===== src/rtl/hx8357_pkg.sv =====
// rtl/hx8357_pkg.sv - HX8357 opcodes, receiver state type and default panel ID
package hx8357_pkg;

    localparam logic [7:0] CMD_SWRESET = 8'h01;
    localparam logic [7:0] CMD_RDDID   = 8'h04;
    localparam logic [7:0] CMD_SLPIN   = 8'h10;
    localparam logic [7:0] CMD_SLPOUT  = 8'h11;
    localparam logic [7:0] CMD_DISPOFF = 8'h28;
    localparam logic [7:0] CMD_DISPON  = 8'h29;
    localparam logic [7:0] CMD_CASET   = 8'h2A;
    localparam logic [7:0] CMD_PASET   = 8'h2B;
    localparam logic [7:0] CMD_RAMWR   = 8'h2C;

    localparam logic [15:0] DEFAULT_ID = 16'h8357;

    typedef enum logic [1:0] {
        ST_IDLE,
        ST_PARAM,
        ST_RAMWR
    } rx_state_t;

endpackage


===== src/rtl/hx8357_bus_sync.sv =====
// rtl/hx8357_bus_sync.sv - 2-flop bus synchronizer with registered WRx rise event and RDx level
module hx8357_bus_sync #(
    parameter int W = 16
) (
    input  logic         clk,
    input  logic         nres,
    input  logic         i_cs_n,
    input  logic         i_res_n,
    input  logic         i_dc,
    input  logic         i_wr_n,
    input  logic         i_rd_n,
    input  logic [W-1:0] i_data,
    output logic         o_res_n,
    output logic         o_wr_n,
    output logic         o_rd_active,
    output logic         o_wr_evt,
    output logic         o_evt_dc,
    output logic [W-1:0] o_evt_data
);

    localparam int SW = W + 5;
    localparam logic [SW-1:0] RST_VAL = {1'b1, 1'b1, 1'b0, 1'b1, 1'b1, {W{1'b0}}};

    logic [SW-1:0] r_s1;
    logic [SW-1:0] r_s2;
    logic          r_wr_prev;
    logic          r_wr_evt;
    logic          r_evt_dc;
    logic [W-1:0]  r_evt_data;
    logic          w_cs_n;
    logic          w_rd_n;
    logic          w_wr_rise;

    assign w_cs_n      = r_s2[W+4];
    assign o_res_n     = r_s2[W+3];
    assign o_wr_n      = r_s2[W+1];
    assign w_rd_n      = r_s2[W];
    assign o_rd_active = ~w_cs_n & ~w_rd_n;
    assign w_wr_rise   = o_wr_n & ~r_wr_prev & ~w_cs_n;

    assign o_wr_evt   = r_wr_evt;
    assign o_evt_dc   = r_evt_dc;
    assign o_evt_data = r_evt_data;

    // DCx/DATAx are frozen alongside the event so the decoder sees a coherent write
    always_ff @(posedge clk) begin
        if (!nres) begin
            r_s1       <= RST_VAL;
            r_s2       <= RST_VAL;
            r_wr_prev  <= 1'b1;
            r_wr_evt   <= 1'b0;
            r_evt_dc   <= 1'b0;
            r_evt_data <= '0;
        end else begin
            r_s1      <= {i_cs_n, i_res_n, i_dc, i_wr_n, i_rd_n, i_data};
            r_s2      <= r_s1;
            r_wr_prev <= o_wr_n;
            r_wr_evt  <= w_wr_rise;
            if (w_wr_rise) begin
                r_evt_dc   <= r_s2[W+2];
                r_evt_data <= r_s2[W-1:0];
            end
        end
    end

endmodule


===== src/rtl/hx8357_bus_rx.sv =====
// rtl/hx8357_bus_rx.sv - HX8357 8080-bus panel responder; optional counters via HX8357_RX_STATS_EN
module hx8357_bus_rx
    import hx8357_pkg::*;
#(
    parameter int          H_RES    = 320,
    parameter int          V_RES    = 480,
    parameter logic [15:0] ID_VALUE = DEFAULT_ID
) (
    input  logic        clk,
    input  logic        nres,
    input  logic        CSx,
    input  logic        RESx,
    input  logic        DCx,
    input  logic        WRx,
    input  logic        RDx,
    input  logic [15:0] DATAx,
    output logic [15:0] rd_data,
    output logic        rd_oe,
    output logic        cmd_valid,
    output logic [7:0]  cmd_code,
    output logic        param_valid,
    output logic [15:0] param_data,
    output logic [3:0]  param_idx,
    output logic        pix_valid,
    output logic [8:0]  pix_x,
    output logic [8:0]  pix_y,
    output logic [15:0] pix_data,
    output logic        disp_on,
    output logic        sleep,
`ifdef HX8357_RX_STATS_EN
    output logic [31:0] stat_cmds,
    output logic [31:0] stat_pix,
    output logic [31:0] stat_errs,
`endif
    output logic        proto_err
);

    logic        w_res_n, w_wr_n, w_rd_active, w_wr_evt, w_evt_dc;
    logic [15:0] w_evt_data;

    hx8357_bus_sync #(.W(16)) u_sync (
        .clk         (clk),
        .nres        (nres),
        .i_cs_n      (CSx),
        .i_res_n     (RESx),
        .i_dc        (DCx),
        .i_wr_n      (WRx),
        .i_rd_n      (RDx),
        .i_data      (DATAx),
        .o_res_n     (w_res_n),
        .o_wr_n      (w_wr_n),
        .o_rd_active (w_rd_active),
        .o_wr_evt    (w_wr_evt),
        .o_evt_dc    (w_evt_dc),
        .o_evt_data  (w_evt_data)
    );

    rx_state_t   r_state, w_state_nxt;
    logic        r_wr_block, r_conf_prev;
    logic [15:0] r_rd_data;
    logic        r_rd_oe, r_cmd_valid, r_param_valid, r_pix_valid, r_proto_err;
    logic [7:0]  r_cmd_code;
    logic [15:0] r_param_data, r_pix_data;
    logic [3:0]  r_param_idx;
    logic [8:0]  r_pix_x, r_pix_y, r_x, r_y, r_sc, r_ec, r_sp, r_ep;
    logic        r_disp_on, r_sleep;
    logic        r_b0, r_b2;
    logic [7:0]  r_b1;

    logic        w_conflict, w_wr_ok, w_is_cmd, w_is_dat, w_swreset, w_x_wrap, w_in_range;
    logic [7:0]  w_code;
    logic [8:0]  w_x_nxt, w_y_nxt;

    // A write whose low phase overlapped RDx low is discarded via r_wr_block
    assign w_conflict = w_rd_active & ~w_wr_n;
    assign w_wr_ok    = w_wr_evt & ~r_wr_block;
    assign w_is_cmd   = w_wr_ok & ~w_evt_dc;
    assign w_is_dat   = w_wr_ok & w_evt_dc;
    assign w_code     = w_evt_data[7:0];
    assign w_swreset  = w_is_cmd & (w_code == CMD_SWRESET);

    assign w_x_wrap   = (r_x == r_ec) || (r_ec < r_sc);
    assign w_x_nxt    = w_x_wrap ? r_sc : r_x + 9'd1;
    assign w_y_nxt    = !w_x_wrap ? r_y : ((r_y == r_ep) ? r_sp : r_y + 9'd1);
    assign w_in_range = ({1'b0, r_x} < 10'(H_RES)) && ({1'b0, r_y} < 10'(V_RES));

    always_comb begin
        w_state_nxt = r_state;
        if (w_is_cmd) begin
            case (w_code)
                CMD_CASET, CMD_PASET:                    w_state_nxt = ST_PARAM;
                CMD_RAMWR:                               w_state_nxt = ST_RAMWR;
                CMD_DISPON, CMD_DISPOFF, CMD_SLPOUT,
                CMD_SLPIN, CMD_SWRESET:                  w_state_nxt = ST_IDLE;
                default:                                 w_state_nxt = ST_PARAM;
            endcase
        end
    end

    always_ff @(posedge clk) begin
        if (!nres || !w_res_n || w_swreset) r_state <= ST_IDLE;
        else                                r_state <= w_state_nxt;
    end

    always_ff @(posedge clk) begin
        if (!nres || !w_res_n || w_swreset) begin
            r_cmd_valid   <= w_swreset & w_res_n;
            r_cmd_code    <= (w_swreset & w_res_n) ? CMD_SWRESET : 8'h00;
            r_wr_block    <= 1'b0;
            r_conf_prev   <= 1'b0;
            r_rd_oe       <= 1'b0;
            r_rd_data     <= '0;
            r_param_valid <= 1'b0;
            r_param_data  <= '0;
            r_param_idx   <= '0;
            r_pix_valid   <= 1'b0;
            r_pix_x       <= '0;
            r_pix_y       <= '0;
            r_pix_data    <= '0;
            r_proto_err   <= 1'b0;
            r_disp_on     <= 1'b0;
            r_sleep       <= 1'b1;
            r_x           <= '0;
            r_y           <= '0;
            r_sc          <= '0;
            r_ec          <= 9'(H_RES - 1);
            r_sp          <= '0;
            r_ep          <= 9'(V_RES - 1);
            r_b0          <= 1'b0;
            r_b1          <= '0;
            r_b2          <= 1'b0;
        end else begin
            r_cmd_valid   <= 1'b0;
            r_param_valid <= 1'b0;
            r_pix_valid   <= 1'b0;
            r_proto_err   <= (w_conflict & ~r_conf_prev) | (w_is_dat & (r_state == ST_IDLE));
            r_conf_prev   <= w_conflict;
            r_wr_block    <= w_wr_evt ? w_conflict : (r_wr_block | w_conflict);
            r_rd_oe       <= w_rd_active & w_wr_n;
            r_rd_data     <= (w_rd_active & w_wr_n & (r_cmd_code == CMD_RDDID)) ? ID_VALUE : 16'h0000;
            if (r_param_valid && r_param_idx != 4'hF)
                r_param_idx <= r_param_idx + 4'd1;

            if (w_is_cmd) begin
                r_cmd_valid <= 1'b1;
                r_cmd_code  <= w_code;
                r_param_idx <= '0;
                case (w_code)
                    CMD_DISPON:  r_disp_on <= 1'b1;
                    CMD_DISPOFF: r_disp_on <= 1'b0;
                    CMD_SLPOUT:  r_sleep   <= 1'b0;
                    CMD_SLPIN:   r_sleep   <= 1'b1;
                    CMD_RAMWR: begin
                        r_x <= r_sc;
                        r_y <= r_sp;
                    end
                    default: ;
                endcase
            end else if (w_is_dat && r_state == ST_PARAM) begin
                r_param_valid <= 1'b1;
                r_param_data  <= w_evt_data;
                if (r_cmd_code == CMD_CASET || r_cmd_code == CMD_PASET) begin
                    case (r_param_idx)
                        4'd0: r_b0 <= w_code[0];
                        4'd1: r_b1 <= w_code;
                        4'd2: r_b2 <= w_code[0];
                        4'd3: begin
                            if (r_cmd_code == CMD_CASET) begin
                                r_sc <= {r_b0, r_b1};
                                r_ec <= {r_b2, w_code};
                            end else begin
                                r_sp <= {r_b0, r_b1};
                                r_ep <= {r_b2, w_code};
                            end
                        end
                        default: ;
                    endcase
                end
            end else if (w_is_dat && r_state == ST_RAMWR) begin
                r_pix_valid <= w_in_range;
                r_pix_x     <= r_x;
                r_pix_y     <= r_y;
                r_pix_data  <= w_evt_data;
                r_x         <= w_x_nxt;
                r_y         <= w_y_nxt;
            end
        end
    end

`ifdef HX8357_RX_STATS_EN
    logic [31:0] r_stat_cmds, r_stat_pix, r_stat_errs;

    always_ff @(posedge clk) begin
        if (!nres || !w_res_n || w_swreset) begin
            r_stat_cmds <= '0;
            r_stat_pix  <= '0;
            r_stat_errs <= '0;
        end else begin
            if (r_cmd_valid && r_stat_cmds != '1) r_stat_cmds <= r_stat_cmds + 32'd1;
            if (r_pix_valid && r_stat_pix  != '1) r_stat_pix  <= r_stat_pix + 32'd1;
            if (r_proto_err && r_stat_errs != '1) r_stat_errs <= r_stat_errs + 32'd1;
        end
    end

    assign stat_cmds = r_stat_cmds;
    assign stat_pix  = r_stat_pix;
    assign stat_errs = r_stat_errs;
`endif

    assign rd_data     = r_rd_data;
    assign rd_oe       = r_rd_oe;
    assign cmd_valid   = r_cmd_valid;
    assign cmd_code    = r_cmd_code;
    assign param_valid = r_param_valid;
    assign param_data  = r_param_data;
    assign param_idx   = r_param_idx;
    assign pix_valid   = r_pix_valid;
    assign pix_x       = r_pix_x;
    assign pix_y       = r_pix_y;
    assign pix_data    = r_pix_data;
    assign disp_on     = r_disp_on;
    assign sleep       = r_sleep;
    assign proto_err   = r_proto_err;

endmodule


===== config.mk =====
export PLATFORM = sky130hd
export DESIGN_NAME = hx8357_bus_rx
export DESIGN_NICKNAME = d
export VERILOG_FILES = /design/src/rtl/hx8357_pkg.sv /design/src/rtl/hx8357_bus_sync.sv /design/src/rtl/hx8357_bus_rx.sv
export SDC_FILE = /design/constraint.sdc
export NUM_CORES = 1
export LEC_CHECK = 0
export BUFFER_PORTS_ARGS = -buffer_cell sky130_fd_sc_hd__buf_2
export CORE_ASPECT_RATIO = 0.5
export CORE_MARGIN = 10
export CORE_UTILIZATION = 62
export DETAILED_ROUTE_END_ITERATION = 7
export PLACE_DENSITY = 0.85
export RECOVER_POWER = 50
export SYNTH_ARGS = -nofsm -noshare
export SYNTH_HDL_FRONTEND = slang
export SYNTH_HIERARCHICAL = 1
export SYNTH_SLANG_ARGS = --single-unit

===== constraint.sdc =====
create_clock -name clk -period 5.55 [get_ports clk]
set_clock_uncertainty 0.05 [all_clocks]
set_input_delay 0.8325 -clock clk [delete_from_list [all_inputs] [get_ports clk]]
set_output_delay 0.8325 -clock clk [all_outputs]
set_load 0.03 [all_outputs]

---- Yosys cells after proc, flatten, opt, wreduce, memory -nomap -nowiden ----
Index checks and enable logic that the tools add are counted.
W data, S select, Z words.
word-level totals
  flip-flop bits (word level) ............. 214
  output and inout port bits .............. 85
  word-level logic and storage cells ...... 136
operators by class
  $add $sub $neg .......................... 3
  magnitude comparators ................... 3
  equal/unequal tests ..................... 19
  multiplexer cells ....................... 22
  bitwise gates (word level) .............. 26
  reductions and logical operators ........ 31
operators by type and width
  operator               count
  $mux W9                11
  $eq A8 B6 Y1 const B   5
  $add A9 B1 Y9 const B  2
  $eq A9 B9 Y1           2
  $lt A9 B9 Y1 const B   2
  $eq A8 B5 Y1 const B   2
  $mux W16               1
  $mux W8                2
  $reduce_and A4 Y1      4
  $and A1 B1 Y1          13
  $not A1 Y1             11
  $reduce_and A5 Y1      2
  $reduce_bool A2 Y1     5
  $lt A9 B9 Y1           1
  $eq A4 B2 Y1 const B   2
  $eq A8 B1 Y1 const B   1
  $eq A8 B3 Y1 const B   1
  $reduce_and A2 Y1      3
  $reduce_and A3 Y1      2
  $mux W1                5
  $reduce_or A5 Y1       1
  $add A4 B1 Y4 const B  1
  $eq A4 B1 Y1 const B   1
  $logic_and A1 B1 Y1    4
  other kinds (14)       20

---- Longest topological paths before layout ----
Gate-level depths: netlist of run 1.
  depth in word-level cells ............... 7
  depth in mapped cells ................... 9
  depth with buffers taken out ............ 8

---- Cells and area by module ----
Netlist of run 1, hierarchy kept.
modules (own cells, without submodules)
  module           instances  cells each  area an instance (µm²)  seq. area each (µm²)
  hx8357_bus_rx    1          695         6163.4                  2842.7
  hx8357_bus_sync  1          168         1883.1                  1221.2

---- Worst setup path after synthesis of run 1 ----
No wires, ideal clock.
  kind .................................... reg-to-reg
  from .................................... reg r_cmd_code[4] (netlist: cmd_code[4])
  to ...................................... reg r_sc[5]
  data arrival time ....................... 2.245 ns
  required time ........................... 5.385 ns
  slack ................................... 3.140 ns
  stages on the path, launching flop included .. 8
  buffers on the path ..................... 2
  period minus slack after synthesis ...... 2.410 ns
  cells stage by stage .................... edfxtp_1 or3_1 or4_4 nor4b_4 buf_6 buf_12 mux2i_1 nor2_2
between the ends
  word-level cells in the longest chain between the ends .. 3
  elaborated cells between the ends (all ways) .. 4
ends and longest elaborated chain
  what                                    line                                        RTL
  from (decl)                             hx8357_bus_rx.sv:62                         logic [7:0] r_cmd_code;
  from (signal assigned)                  hx8357_bus_rx.sv:108                        r_cmd_code <= (w_swreset & w_res_n) ? CMD_SWRESET : 8'h00;
  from (signal assigned)                  hx8357_bus_rx.sv:146                        r_cmd_code <= w_code;
  $eq A8 B6 Y1, on equally long branches  hx8357_bus_rx.sv:162, hx8357_bus_rx.sv:168
  $logic_or A1 B1 Y1                      hx8357_bus_rx.sv:162                        if (r_cmd_code == CMD_CASET || r_cmd_code == CMD_PASET) begin
  $reduce_and A5 Y1 (no line) *           --
  to (signal assigned)                    hx8357_bus_rx.sv:169                        r_sc <= {r_b0, r_b1};
  to (decl)                               hx8357_bus_rx.sv:65                         logic [8:0] r_pix_x, r_pix_y, r_x, r_y, r_sc, r_ec, r_sp, r_ep;
Every way passes the cells marked *; elsewhere a longest branch is shown, timed or not.
A chain may end at the register's enable or synchronous reset.

---- Worst setup path in the final report of run 1 ----
  from .................................... reg u_sync.r_wr_evt (netlist: u_sync/o_wr_evt)
  to ...................................... reg r_x[6]
between the ends
  word-level cells in the longest chain between the ends .. 5
  elaborated cells between the ends (all ways) .. 12
ends and longest elaborated chain
  what                                                          line                                        RTL
  from (decl)                                                   hx8357_bus_sync.sv:27                       logic r_wr_evt;
  from (signal assigned)                                        hx8357_bus_sync.sv:58                       r_wr_evt <= w_wr_rise;
  $and A1 B1 Y1 *                                               hx8357_bus_rx.sv:76                         assign w_wr_ok = w_wr_evt & ~r_wr_block;
  $and A1 B1 Y1                                                 hx8357_bus_rx.sv:78                         assign w_is_dat = w_wr_ok & w_evt_dc;
  $logic_and A1 B1 Y1, on equally long branches                 hx8357_bus_rx.sv:159, hx8357_bus_rx.sv:179
  $ne A2 B2 Y1 (no line) or $reduce_bool A2 Y1 (tied branches)  --
  $reduce_and A3 Y1 (no line)                                   --
  to (signal assigned)                                          hx8357_bus_rx.sv:154                        r_x <= r_sc;
  to (signal assigned)                                          hx8357_bus_rx.sv:184                        r_x <= w_x_nxt;
  to (decl)                                                     hx8357_bus_rx.sv:65
Marked as above.

==> results of run 1 <==
worst paths after layout:
path | slack [ns] | end
min reg2reg | 0.36 | u_sync/r_s2[17]$_SDFF_PN1_
max | 2.06 | r_x[6]$_SDFFE_PP0P_
max reg2reg | 2.06 | r_x[6]$_SDFFE_PP0P_
min | 0.36 | u_sync/r_s2[17]$_SDFF_PN1_
metrics by stage:
step | hold WS [ns] | instance area (um2) | setup WS [ns]
after detailed placement | 0.3433 | 8457 | 2.229
after floorplan | 0.3363 | 8073 | 3.140
after global placement | 0.3429 | 8457 | 2.351
after CTS | 0.3620 | 9086 | 2.488
final | 0.3604 | 8986 | 2.055
after global routing | 0.3864 | 8986 | 1.896
flip-flops by register name (all words and copies together), names as in the netlist, 2 cells and up:
register / count
r_state: 2
cmd_code: 8
r_b1: 8
pix_data: 16
r_sp: 9
r_x: 9
param_data: 16
pix_x: 9
u_sync/r_s2: 21
pix_y: 9
param_idx: 4
u_sync/r_s1: 21
r_y: 9
r_ec: 9
r_ep: 9
r_sc: 9
u_sync/o_evt_data: 16
power groups by stage:
stage / logic (mW) / registers [mW] / clock network (mW)
final: 0.0680 / 1.46 / 1.27
after global routing: 0.0754 / 1.46 / 1.34
after CTS: 0.0686 / 1.46 / 1.28
after detailed placement: 0.0684 / 1.49 / 0
after global placement: 0.0668 / 1.49 / 0
after floorplan: 0.0517 / 1.50 / 0
cell families after synthesis:
logic type / after synthesis / share of synthesized area [%]
AOI/OAI and AO/OA: 119 / 8.708
xor gates and xnor gates: 25 / 2.721
adders and majority gates: 14 / 2.177
buffers and inverters: 83 / 5.722
DFF: 199 / 50.51
muxes: 69 / 8.630
other: 1 / 0.04660
and+or+nand+nor: 353 / 21.49
placed cells by master, fill, tap and decap left out, types with 6 or more instances in the layout:
| cell type | Yosys | layout |
|---|---|---|
| a21oi_1 | 73 | 72 |
| nor2_1 | 53 | 53 |
| nand3_1 | 15 | 15 |
| nand2b_1 | 11 | 11 |
| dfxtp_1 | 191 | 191 |
| o21ai_0 | 8 | 8 |
| and3_1 | 7 | 7 |
| nand2_1 | 175 | 175 |
| clkbuf_16 | 0 | 17 |
| o32ai_1 | 6 | 6 |
| nand4_1 | 6 | 6 |
| edfxtp_1 | 8 | 8 |
| ha_1 | 14 | 14 |
| inv_1 | 16 | 16 |
| xnor2_1 | 20 | 20 |
| a31oi_1 | 9 | 9 |
| and2_1 | 44 | 39 |
| conb_1 | 1 | 8 |
| clkbuf_1 | 30 | 76 |
| buf_2 | 8 | 23 |
| buf_4 | 18 | 8 |
| mux2i_1 | 66 | 66 |
routing by layer:
layer  part of all wire, %  track usage (%)  vias to the layer above
met4                   2.5            7.955                        0
met5                     0                0                        -
met3                   7.6            5.699                       45
met1                    42            25.40                     3013
met2                    48            34.71                      269
li1                      -                -                     3017
final cells by class:
type	instances	area share [%]
inverters	16	0.6683
multi-input cells	588	39.61
well taps	170	2.367
repair buffers	107	5.124
clock buffers	17	4.734
flip-flops and latches	199	45.22
clock inverters	15	2.270
==> results.ini, run 1 <==
[outcome]
status=completed

[placed_design]
port_buffers=99
hpwlAfterDp_mm=12.64
gp_congestion=0.9337
dp.cells=1080

[critical_path]
startpoint=u_sync/o_wr_evt$_SDFF_PN0_
cp.depth=6
cp_data_arrival_time_ns=3.78
path_cells=nor3b_1 -> nand4_2 -> and2_1 -> nor2_1 -> a31oi_1 -> a221oi_1
crit_path_top_delay_cell=nor3b_1
startpoint_type=flop
path_class=flop to flop
rr_worst_depth=6
required_ns=5.83
endpoint_kind=flop
crit_buf_inv=0
critPathTopFamily=simple AND/OR/NAND/NOR gates
worst-path-max-fanout=18
r2r_start=u_sync/o_wr_evt$_SDFF_PN0_
cp_slowest_stage_delay_ns=1.07

[clocking]
holdBufCountCts=0
h-tree-depth=4
clock_sinks=199
insertion_delay_ns=0.44
cts_tree=done
postCtsSetupBuffers=0
clockBufferDepth=2
cts.clk_slew.worst_paths_ns=0.08
root_buffer=clkbuf_16
cts-resized-gates=0
cts_inserted_buffers=17

[power]
p_switching_mw=0.6714
switching_share_pct=23.98
powerDensity_nw_per_um2=311.5
pwr-share-seq_pct=52.1
clkPwrFrac_pct=45.4
pwr-share-comb_pct=2.4
p_leak_nw=3.330
internal-power_mw=2.128
totalPowerFinal_mw=2.800
peakVddDrop_mv=0.1921

[synthesis]
ys.flop_type=dfxtp_1
yosysTopAreaCell=dfxtp_1
avgSynthCellArea_um2=9.324
synth_edf_count=8
ys_ff_latch=199
synthArstFlopShare_pct=0
synth_cell_types=61
synth_cells=863
yosysMostFrequentCell=dfxtp_1
synth.top_cell.area_share_pct=47.52
synth_top_cells_by_count=dfxtp_1, nand2_1, a21oi_1
synth_warnings=6
synthTopCellsByArea=dfxtp_1, mux2i_1, nand2_1
synth_area_um2=8046
ys_seq_area_share_pct=50.51

[hold_path]
holdCritPathClass=flop to flop
hold_depth=1
holdCritStartpoint=u_sync/r_s1[17]$_SDFF_PN1_

[timing]
maxSlewViolCount=0
rsz0062_at_grt=false
max_freq_ghz=0.2861
setup_viol=0
tns_ns=0
worstMarginPinSlew_ns=1.330
finalCritPeriodShare_pct=62.97
fin_crit_ns=3.495
hold_violations=0
slew_headroom_pct=11.11

[floorplan]
rows=29
start_util_pct=63.54
die_area_um2=18210
chipHeight_um=100.6
core_area_um2=12660
io_pins=108
die_w_um=181.1

[grt]
grt_max_degree=100
antenna_found_initial=0
grt_usage_pct=20.81
grt_pass1_vias=6268
grt_pass1_wl_mm=31.31
grt_overflow=0

[drt]
vias=6344
route.detailed.drc=0
viasPerCell=5.705
first_iter_violations=486
ant_nets=0
wl_per_cell_um=17.47
wl_mm=19.43
drtPass1Iterations=7

[final_layout]
drive_gt1_share_pct=9.342
multi_input_area_um2=3560
syn_to_final_growth_pct=11.68
fill_cells=980
antennaDiodeCount=0
layout.cells.non_filler=1112
regArea_um2=4064
final_nets=966
post-route-util_pct=70.96

[flow_run]
drv_cap=0

Note: power is estimated with default switching activity, not from simulation.
==> run 2: changes to the inputs <==
--- a/config.mk
+++ b/config.mk
@@ -8,9 +8,9 @@
 export BUFFER_PORTS_ARGS = -buffer_cell sky130_fd_sc_hd__buf_2
 export CORE_ASPECT_RATIO = 0.5
 export CORE_MARGIN = 10
-export CORE_UTILIZATION = 62
+export CORE_UTILIZATION = 52
 export DETAILED_ROUTE_END_ITERATION = 7
-export PLACE_DENSITY = 0.85
+export PLACE_DENSITY = 0.76
 export RECOVER_POWER = 50
 export SYNTH_ARGS = -nofsm -noshare
 export SYNTH_HDL_FRONTEND = slang
==> constraint.sdc (replaced) <==
create_clock -name clk -period 2.8 [get_ports clk]
set_clock_uncertainty 0.05 [all_clocks]
set_input_delay 0.42 -clock clk [delete_from_list [all_inputs] [get_ports clk]]
set_output_delay 0.42 -clock clk [all_outputs]
set_load 0.03 [all_outputs]
==> run 2 against run 1 <==
Register-to-register slack got worse by 1.7 ns. Cell count rose by 4.6%. Largest power group unchanged. Count of clock-buffer cells in the layout unchanged. Core utilization down 11 points. Critical path type unchanged. Critical endpoint is now r_sc[0]$_SDFFE_PP0P_.
==> results.ini, run 2 (synthesized netlist as in run 1, its figures left out) <==
[timing]
finalCritPeriodShare_pct=86.41
maxSlewViolCount=0
worstMarginPinSlew_ns=1.243
slew_headroom_pct=17.14
setup_viol=0
max_freq_ghz=0.4133
hold_violations=0
rsz0062_at_grt=false
tns_ns=0
fin_crit_ns=2.419

[drt]
dr_wl_met2_mm=8.747
route.top_layer_used=met4
wl_mm=19.39
ant_nets=0
drtPass1Iterations=5
first_iter_violations=526
wl_per_cell_um=16.67
route.detailed.drc=0
dr_wl_met3_mm=1.249
vias=6141
viasPerCell=5.280
wl_met1_mm=9.075

[clocking]
holdBufCountCts=0
clockBufferDepth=2
postCtsSetupBuffers=0
root_buffer=clkbuf_16
clock_sinks=199
cts_inserted_buffers=17
cts_tree=done
insertion_delay_ns=0.43
h-tree-depth=4
cts.clk_slew.worst_paths_ns=0.08
cts-resized-gates=0

[final_layout]
layout.cells.non_filler=1163
syn_to_final_growth_pct=14.23
post-route-util_pct=60.09
antennaDiodeCount=0
final_common_cell=dfxtp_1
multi_input_area_um2=3565
regArea_um2=4064
largest_registers=u_sync/r_s1 (21), u_sync/r_s2 (21)
mostFrequentLayoutCells=dfxtp_1, nand2_1, clkbuf_1
final_nets=983
fill_cells=1360
drive_gt1_share_pct=10.64

[floorplan]
die_area_um2=21150
core_area_um2=15290
die_w_um=195.9
io_pins=108
chipHeight_um=108.0
rows=32
start_util_pct=52.61

[power]
powerDensity_nw_per_um2=608.1
peakVddDrop_mv=0.4206
p_leak_nw=3.427

[critical_path]
required_ns=3.05
crit_path_top_delay_cell=or4_4
cp_slowest_stage_delay_ns=0.54
path_cells=or3_1 -> or4_4 -> nor4b_4 -> buf_4 -> mux2i_1 -> nor2_1
startpoint_type=flop
endpoint_kind=flop
cp_data_arrival_time_ns=2.67
path_class=flop to flop
worst-path-max-fanout=18

[grt]
grt_pass1_vias=5760
antenna_found_initial=0
grt_overflow=0
grt_usage_pct=17.97
grt_pass1_wl_mm=30.99
grt_max_degree=81

[outcome]
status=completed

[placed_design]
gp_congestion=0.9547
port_buffers=99
dp.cells=1131
hpwlAfterDp_mm=13.49

[flow_run]
drv_cap=0

[hold_path]
holdCritPathClass=input pin to flop

-- run 2: cell types whose count changed in the layout (fill, tap and decap cells not counted), sizes merged --
cell	before	now
clkbuf	93	97
inv	22	26
buf	31	44
bufinv	1	0
clkinvlp	1	0
clkinv	7	5
-- run 2: path summary, 6_finish.rpt --
check,end,slack [ns],from,depth (start not counted)
max,r_sc[0]$_SDFFE_PP0P_,0.38,cmd_code[4]$_SDFFCE_PP0P_,6
min reg2reg,u_sync/r_s2[20]$_SDFF_PN1_,0.36,u_sync/r_s1[20]$_SDFF_PN1_,1
max reg2reg,r_sc[0]$_SDFFE_PP0P_,0.38,cmd_code[4]$_SDFFCE_PP0P_,6
min,u_sync/r_s1[20]$_SDFF_PN1_,0.11,CSx,2
-- run 2: layout make-up --
type,count,share of cell area (%)
well taps,204,2.777
inverters,16,0.6534
repair buffers,124,6.711
flip-flops and latches,199,44.21
multi-input cells,588,38.78
clock inverters,15,2.233
clock buffers,17,4.628
-- run 2: layer usage --
layer / global-route usage, % / vias up
li1: - / 3046
met1: 24.10 / 2892
met2: 28.01 / 175
met3: 4.727 / 28
met4: 5.471 / 0
met5: 0 / -
-- run 2: stage by stage --
| stage | power (mW) | cell area [um2] | worst slack (ns) | hold WS, ns |
|---|---|---|---|---|
| after CTS | 5.624 | 9295 | 0.3904 | 0.09957 |
| after detailed placement | 3.109 | 8665 | 0.4272 | 0.3425 |
| after global placement | 3.106 | 8665 | 0.4903 | 0.3451 |
| after global routing | 5.775 | 9191 | 0.2207 | 0.1094 |
| final | 5.589 | 9191 | 0.3805 | 0.1130 |
| after floorplan | 3.069 | 8073 | 0.3902 | 0.3363 |
-- run 2: power by group --
| part | leakage (nW) | internal (mW) | switching [mW] |
|---|---|---|---|
| sequential | 1.63 | 2.88 | 0.0113 |
| clock | 0.304 | 1.25 | 1.30 |
| combinational | 1.49 | 0.0460 | 0.104 |
-- run 2: worst max-delay path: cells and delay by family (launching register included) --
kind | cells | cell delay, ns
AND/OR/NAND/NOR | 4 | 1.23
flip-flops | 1 | 0.39
buffers and inverters | 1 | 0.34
multiplexers | 1 | 0.26
==> run 3: changes to the inputs <==
--- a/config.mk
+++ b/config.mk
@@ -8,10 +8,12 @@
 export BUFFER_PORTS_ARGS = -buffer_cell sky130_fd_sc_hd__buf_2
 export CORE_ASPECT_RATIO = 0.5
 export CORE_MARGIN = 10
-export CORE_UTILIZATION = 52
+export CORE_UTILIZATION = 59
+export CTS_BUF_LIST = sky130_fd_sc_hd__clkbuf_2 sky130_fd_sc_hd__clkbuf_4 sky130_fd_sc_hd__clkbuf_8
 export DETAILED_ROUTE_END_ITERATION = 7
-export PLACE_DENSITY = 0.76
+export PLACE_DENSITY = 0.81
 export RECOVER_POWER = 50
+export SETUP_SLACK_MARGIN = 0.3
 export SYNTH_ARGS = -nofsm -noshare
 export SYNTH_HDL_FRONTEND = slang
 export SYNTH_HIERARCHICAL = 1
==> constraint.sdc (replaced) <==
create_clock -name clk -period 2.3 [get_ports clk]
set_clock_uncertainty 0.05 [all_clocks]
set_input_delay 0.345 -clock clk [delete_from_list [all_inputs] [get_ports clk]]
set_output_delay 0.345 -clock clk [all_outputs]
set_load 0.03 [all_outputs]
==> run 3 against run 2 <==
The flow now finishes with violations (negative setup slack). Critical endpoint is now r_sc[7]$_SDFFE_PP0P_. Largest cell class unchanged. Non-clock buffer count grew 61. Combinational power grew 42%. Highest routed layer is now met5. Flip-flop and latch count is the same. Maximum frequency grew 4.8%.
==> results.ini, run 3 (synthesized netlist as in run 1, its figures left out) <==
[floorplan]
chipHeight_um=102.6
rows=30
die_w_um=185.2
core_area_um2=13440
start_util_pct=59.88
io_pins=108
die_area_um2=18990

[drt]
viasPerCell=5.682
route.detailed.drc=0
vias=6801
drtPass1Iterations=5
ant_nets=0
wl_mm=22.79
first_iter_violations=639
wl_per_cell_um=19.04

[hold_path]
whs_endpoint=u_sync/r_s1[6]$_SDFF_PN0_
holdCritStartpoint=DATAx[6]
hold_depth=2
holdCritPathClass=input pin to flop

[outcome]
violations=negative setup slack
status=finished with violations

[timing]
tns_ns=-0.008847
finalCritPeriodShare_pct=100.4
slew_headroom_pct=19.40
worstMarginPinSlew_ns=1.209
hold_violations=0
postLayoutSetupSlackWorst_ns=-0.008847
maxSlewViolCount=0
max_freq_ghz=0.4331
setup_viol=1
fin_crit_ns=2.309
timing.hold.ws_ns=0.003380
rsz0062_at_grt=true

[critical_path]
cp_slowest_stage_delay_ns=0.47
path_cells=or3_1 -> or4_4 -> nor4b_4 -> buf_6 -> clkbuf_16 -> mux2i_1 -> nor2_2
critPathTopFamily=simple AND/OR/NAND/NOR gates
rr_worst_depth=7
rrSetupSlack_ns=-0.009
required_ns=2.63
worst-path-max-fanout=9
r2r_end=r_sc[7]$_SDFFE_PP0P_
endpoint_kind=flop
startpoint_type=flop
r2r_start=cmd_code[6]$_SDFFCE_PP0P_
path_class=flop to flop
cp_data_arrival_time_ns=2.64
crit_path_top_delay_cell=or4_4
crit_buf_inv=2

[placed_design]
hpwlAfterDp_mm=13.81
placed_area_um2=8816
port_buffers=99
dp.cells=1123
gp_congestion=0.9229
place_ws_ns=0.1044

[clocking]
cts_inserted_buffers=17
clock_sinks=199
h-tree-depth=4
insertion_delay_ns=0.49
cts.clk_slew.worst_paths_ns=0.11
clockBufferDepth=2
root_buffer=clkbuf_8
cts_tree=done

[final_layout]
post-route-util_pct=74.37
largest_registers=u_sync/r_s1 (21), u_sync/r_s2 (21)
final_nets=1045
layout.cells.non_filler=1197
antennaDiodeCount=0
regArea_um2=4091
drive_gt1_share_pct=22.62
fill_cells=898
syn_to_final_growth_pct=24.20
multi_input_area_um2=3919
mostFrequentLayoutCells=nand2_1, dfxtp_1, clkbuf_1
stdcell_area_um2=9993

[grt]
grt_overflow=0
grt_pass1_wl_mm=32.56
grt_max_degree=66
grt_pass1_vias=6327
antenna_found_initial=1
grt_usage_pct=21.58

[power]
peakVddDrop_mv=0.3689
totalPowerFinal_mw=6.101
powerDensity_nw_per_um2=610.5
p_leak_nw=3.764

[flow_run]
drv_cap=0

==> run 3: cell types whose count changed in the layout (fill, tap and decap cells not counted), sizes merged <==
cell	previous run	this run
dlygate4sd3	0	14
inv	26	25
clkbuf	97	89
clkinv	5	6
and2	44	45
buf	44	99
==> run 3: worst max-delay path by stage <==
| stage | startpoint | cells after the start | endpoint | slack (ns) |
|---|---|---|---|---|
| global placement | cmd_code[6]$_SDFFCE_PP0P_ | 6 | r_sc[6]$_SDFFE_PP0P_ | 0.17 |
| CTS | cmd_code[6]$_SDFFCE_PP0P_ | 6 | r_ec[7]$_SDFFE_PP0P_ | 0.03 |
| floorplan | cmd_code[6]$_SDFFCE_PP0P_ | 7 | r_sc[5]$_SDFFE_PP0P_ | -0.04 |
| finish | cmd_code[6]$_SDFFCE_PP0P_ | 7 | r_sc[7]$_SDFFE_PP0P_ | -0.009 |
| global route | cmd_code[6]$_SDFFCE_PP0P_ | 7 | r_sc[7]$_SDFFE_PP0P_ | -0.08 |
| detailed placement | cmd_code[6]$_SDFFCE_PP0P_ | 6 | r_ec[2]$_SDFFE_PP1P_ | 0.10 |
==> run 3: metal layers <==
metal	share of wire, %	up-vias	GRT usage (%)
met5	0.057	-	0
met2	48	328	36.64
met3	8.3	85	4.362
met4	3.4	2	7.382
li1	-	3174	-
met1	40	3212	27.08
==> run 3: what timing repair did <==
action | CTS | global route
gates cloned | 3 | 4
hold buffers | 13 | 1
buffers inserted | 8 | 13
resized for setup | 36 | 66
pin swaps | 12 | 7
hold endpoints to repair | 13 | 1
setup endpoints to repair | 54 | 119
==> run 3: where the power goes <==
group	leakage, nW	switching [mW]	internal, mW
Combinational	1.91	0.134	0.0792
Sequential	1.64	0.0150	3.51
Clock	0.217	1.49	0.875
==> run 3: layout make-up <==
| type | count | share of cell area [%] |
|---|---|---|
| sequential | 199 | 40.94 |
| multi-input combinational | 589 | 39.21 |
| timing repair buffer | 185 | 12.62 |
| clock buffer | 17 | 2.341 |
| tap | 176 | 2.204 |
| clock inverter | 15 | 2.053 |
| inverter | 16 | 0.6260 |
